==> config.mk <==
export PLATFORM = sky130hd
export DESIGN_NAME = gate_multi_multi_lamp_flat
export DESIGN_NICKNAME = d
export VERILOG_FILES = /design/src/rtl/gate_multi_multi_lamp_if.sv /design/src/rtl/gate_multi_multi_lamp.sv /design/src/flat_wrapper.sv
export SDC_FILE = /design/constraint.sdc
export NUM_CORES = 1
export LEC_CHECK = 0
export BUFFER_PORTS_ARGS = -buffer_cell sky130_fd_sc_hd__buf_4
export CAP_MARGIN = 20
export CORE_AREA = 2 2 39 41
export DETAILED_ROUTE_END_ITERATION = 12
export DIE_AREA = 0 0 41 43
export PLACE_DENSITY = 0.44
export RECOVER_POWER = 25
export SETUP_SLACK_MARGIN = 0.2
export SLEW_MARGIN = 20
export SYNTH_ARGS = -nofsm -noshare
export SYNTH_HDL_FRONTEND = slang
export SYNTH_SLANG_ARGS = --single-unit
==> constraint.sdc <==
create_clock -name clk -period 2.6 [get_ports clk]
set_clock_uncertainty 0.2 [all_clocks]
set_input_delay 0.52 -clock clk [delete_from_list [all_inputs] [get_ports clk]]
set_output_delay 0.52 -clock clk [all_outputs]
set_load 0.05 [all_outputs]
==> src/rtl/gate_multi_multi_lamp_if.sv <==
// gate_multi_multi_lamp_if: lamp strobes, mode select and pulse outputs; GATE_PULSE_COUNT_EN adds pulse_count
interface gate_multi_multi_lamp_if #(
    parameter int INPUT_COUNT  = 2,
    parameter int OUTPUT_COUNT = 2
);
    logic [INPUT_COUNT-1:0]  in;
    logic [2:0]              mode;
    logic [OUTPUT_COUNT-1:0] out;
    logic [INPUT_COUNT-1:0]  lamps;
    logic                    result;
`ifdef GATE_PULSE_COUNT_EN
    logic [15:0]             pulse_count;
    modport master (output in, mode, input out, lamps, result, pulse_count);
    modport slave  (input in, mode, output out, lamps, result, pulse_count);
`else
    modport master (output in, mode, input out, lamps, result);
    modport slave  (input in, mode, output out, lamps, result);
`endif
endinterface

==> src/rtl/gate_multi_multi_lamp.sv <==
// gate_multi_multi_lamp: toggle lamps feeding a selectable gate function, pulsing all outputs when the result changes; GATE_PULSE_COUNT_EN adds a 16-bit pulse counter
module gate_multi_multi_lamp #(
    parameter int INPUT_COUNT  = 2,
    parameter int OUTPUT_COUNT = 2
) (
    input logic clk,
    input logic logic_reset,
    gate_multi_multi_lamp_if.slave bus
);
    localparam logic [0:0] PRIME = 1'b0;
    localparam logic [0:0] RUN   = 1'b1;
    logic [0:0]             state;
    logic [INPUT_COUNT-1:0] lamps_next;
    logic                   all_on, any_on, one_on, eval;
    // gate function over the current lamps; reserved modes hold the last result
    always_comb begin
        lamps_next = bus.lamps ^ bus.in;
        all_on = &bus.lamps;
        any_on = |bus.lamps;
        one_on = $countones(bus.lamps) == 1;
        eval = bus.mode == 3'd0 ? all_on :
               bus.mode == 3'd1 ? any_on :
               bus.mode == 3'd2 ? one_on :
               bus.mode == 3'd3 ? !all_on :
               bus.mode == 3'd4 ? !any_on :
               bus.mode == 3'd5 ? !one_on : bus.result;
    end
    // lamp toggling, result tracking and change pulse; PRIME loads result silently
    always_ff @(posedge clk) begin
        if (logic_reset) begin
            bus.lamps  <= '0;
            bus.result <= 1'b0;
            bus.out    <= '0;
            state      <= PRIME;
        end else begin
            bus.lamps  <= lamps_next;
            bus.result <= eval;
            bus.out    <= {OUTPUT_COUNT{state == RUN && eval != bus.result}};
            state      <= RUN;
        end
    end
`ifdef GATE_PULSE_COUNT_EN
    // counts cycles with the pulse asserted, wrapping at 16 bits
    always_ff @(posedge clk) begin
        if (logic_reset) bus.pulse_count <= '0;
        else if (|bus.out) bus.pulse_count <= bus.pulse_count + 16'd1;
    end
`else
`endif
endmodule

==> src/flat_wrapper.sv <==
// flat-port wrapper written by rule: the top's interface ports become plain ports
module gate_multi_multi_lamp_flat 
#(
    parameter int INPUT_COUNT  = 2,
    parameter int OUTPUT_COUNT = 2
)
  (clk, logic_reset, bus_in, bus_mode, bus_out, bus_lamps, bus_result);
  gate_multi_multi_lamp_if #(.INPUT_COUNT(INPUT_COUNT), .OUTPUT_COUNT(OUTPUT_COUNT)) bus_i ();
  input logic clk;
  input logic logic_reset;
  input wire logic [$bits(bus_i.in)-1:0] bus_in;
  input wire logic [$bits(bus_i.mode)-1:0] bus_mode;
  output wire logic [$bits(bus_i.out)-1:0] bus_out;
  output wire logic [$bits(bus_i.lamps)-1:0] bus_lamps;
  output wire logic [$bits(bus_i.result)-1:0] bus_result;
  assign bus_i.in = bus_in;
  assign bus_i.mode = bus_mode;
  assign bus_out = bus_i.out;
  assign bus_lamps = bus_i.lamps;
  assign bus_result = bus_i.result;
  gate_multi_multi_lamp #(.INPUT_COUNT(INPUT_COUNT), .OUTPUT_COUNT(OUTPUT_COUNT)) u_core (.clk(clk), .logic_reset(logic_reset), .bus(bus_i));
endmodule
==> reports/results.tsv <==
stage	metric	value	unit
clock_network	hold_buffers	0	
worst_setup_path	path_class	reg -> reg	
place	globalplace.congestion	0.7208	
die	die-area	0.001763	mm2
place	pre_cts_ws	710.8	ps
sta	setup_violations	0	
die	die_h	43	um
clock_network	cts.sinks	5	
cells_and_area	n_fill_cell	155	
sta	maxSlewViolCount	0	
sta	layout_min_cycle_time	1880	ps
yosys	ys_ff_latch	5	
routing	drcViolationCount	0	
power	pwr-share-clk	33.2	%
die	core	0.001384	mm2
yosys	seq_area_frac_synth	32.79	%
sta	grt_setup_unrepaired	false	
clock_network	h-tree-depth	1	
yosys	synth_warnings	0	
place	portBuffers	11	
sta	slew_headroom	73.06	%
routing	first_pass_iters	2	
clock_network	cts_buffers	3	
clock_network	clk_pin_slew	40	ps
clock_network	cts_buffer_depth	2	
power	seq_power_share	34.9	%
clock_network	clk_latency	240	ps
worst_setup_path	critPathArrivalTime	1860	ps
sta	worstMarginPinSlew	400.7	ps
clock_network	root_buffer	clkbuf_4	
global_route	grt_antenna_before_repair	0	
flow_run	drv_cap	0	
die	placementRows	14	
routing	post_drt_wl_per_cell	8.485	um
routing	avgViaCountPerCell	4.258	
worst_setup_path	r2r-start	u_core.bus.lamps[0]$_SDFF_PP0_	
yosys	synth_fp_nets	45	
power	peakVddDrop	0.0003803	V
cells_and_area	area_growth	38.52	%
place	post-dp-hpwl	468	um
global_route	track_usage	8.133	%
cells_and_area	fin_nets	60	
power	p_sw_share	32.91	%
power	p_leak	0.1878	nW
worst_setup_path	cp-start-kind	flip-flop	
sta	fin_ws	719.5	ps
die	initial_core_util	22.06	%
power	p_sw	0.00008608	W
sta	clock.fmax	0.5318	GHz
global_route	grt_max_degree	7	
cells_and_area	regArea	100.1	um2
clock_network	cts_tree	built	
worst_setup_path	end_kind	flip-flop	
worst_setup_path	cp_max_fo	4	
yosys	syn_inst	36	
yosys	synth_cell_type_count	20	
yosys	avgSynthCellArea	8.480	um2
power	combPwrFrac	31.9	%
hold_path	hold_class	in -> reg	
sta	tns	0	ps
global_route	overflow	0	
global_route	grt_pass1_wl	897	um
outcome	status	finished clean	
clock_network	cts_resized	0	
die	io_pins	12	
routing	vias	281	
routing	drtAntennaViolNets	0	
worst_setup_path	crit_start	u_core.bus.lamps[0]$_SDFF_PP0_	
power	powerDensity	618.5	mW/mm2
worst_setup_path	crit_required	2580	ps
hold_path	min_from	bus_mode[2]	
routing	drt_wl_total	560	um
worst_setup_path	r2r_slack	720	ps
global_route	grt_pass1_vias	232	
routing	drt_iter0_drc	3	
clock_network	post-cts-setup-buffer-count	0	
power	intPower	0.0001755	W
sta	hold_viol	0	
cells_and_area	multi_input_area	182.7	um2
die	die_w	41	um
sta	min_period_over_period	72.33	%
yosys	netlist_area	305.3	um2
cells_and_area	n_antenna_cell	0	
cells_and_area	drive_gt1_share	26.00	%
[per-layer routing]
metal  share of wire [%]  vias up  global-route usage [%]  routed length [um]
li1                    -      150                       -                   -
met1                  45      122                   8.682                 253
met2                  47        9                   10.31                 264
met3                 7.5        0                   9.424                  42
met4                   0        0                   2.000                   0
met5                   0        -                       0                   0
[state kept, by name, summed over array words and instances, names as in the netlist]
name	cells
u_core.state	1
u_core.bus.result	1
u_core.bus.lamps	2
u_core.bus.out	1
[power by group through the flow]
stage	registers [W]	clock network, W	logic, W
finish	0.0000913	0.0000867	0.0000835
detailed placement	0.0000929	0	0.0000848
global placement	0.0000929	0	0.0000856
floorplan	0.000114	0	0.0000376
CTS	0.0000916	0.0000929	0.0000852
global route	0.0000929	0.0000976	0.0000902
[cells in the mapped netlist, drive strengths merged]
library cell / n / area [um2]
nand2b: 4 / 25.02
ha: 2 / 25.02
nor2: 3 / 11.26
inv: 4 / 15.01
nor3b: 1 / 7.510
nor2b: 2 / 12.51
o21ai: 1 / 5.000
a211oi: 1 / 7.510
or4: 1 / 7.510
mux2i: 1 / 10.01
buf: 1 / 7.510
o31ai: 1 / 7.510
nor3: 2 / 10.01
nand3: 1 / 5.000
dfxtp: 5 / 100.1
o221a: 1 / 11.26
nand2: 1 / 3.750
and2b: 1 / 7.510
xnor2: 2 / 17.52
a221oi: 1 / 8.760
[metrics by stage]
step           hold slack [ps]  instance area [um2]  utilization (%)  cells  power [W]
4_1_cts                  260.9                426.7            30.83     66  0.0002698
3_5_place_dp             366.2                400.4            28.93     62  0.0001778
2_1_floorplan            376.5                305.3                -     36  0.0001515
6_report                 303.4                422.9            30.56     66  0.0002616
5_1_grt                  301.7                422.9            30.56     66  0.0002808
3_3_place_gp             359.7                400.4            28.93     62  0.0001785
[cells in the final DEF, fill, tap and decap left out, drive strengths merged]
master	synthesis	routed
nand3	1	1
mux2i	1	1
a211oi	1	1
o31ai	1	1
dfxtp	5	5
clkbuf	0	5
nand2	1	1
ha	2	2
and2b	1	1
inv	4	4
xnor2	2	2
buf	1	10
nand2b	4	4
o21ai	1	1
or4	1	1
nor2	3	3
nor3b	1	1
nor2b	2	2
o221a	1	1
nor3	2	2
a221oi	1	1
[kinds of logic after synthesis]
group / share of synthesized area (%)
xor+xnor: 5.739
flops: 32.79
compound gates: 13.12
simple gates: 29.51
buf+inv: 7.377
fa+ha+maj: 8.195
mux: 3.279
[worst max-delay path, cell delays in order (launching register included)]
cell	delay, ps
dfxtp_1	380
inv_1	60
ha_1	330
o221a_1	270
or4_1	500
nand3_1	90
[cell type report]
cell class,count,area share [%]
timing repair buffer,11,18.64
sequential,5,23.67
inverter,4,3.550
tap,16,4.734
clock buffer,4,6.213
multi-input combinational,26,43.20
[path summary, 6_finish.rpt]
kind / end / cells after the start
max: u_core.bus.out[0]$_SDFF_PP0_ / 5
min: u_core.bus.result$_SDFF_PP0_ / 2
max reg2reg: u_core.bus.out[0]$_SDFF_PP0_ / 5
min reg2reg: u_core.bus.lamps[0]$_SDFF_PP0_ / 2
(Power assumes the default switching activity.)
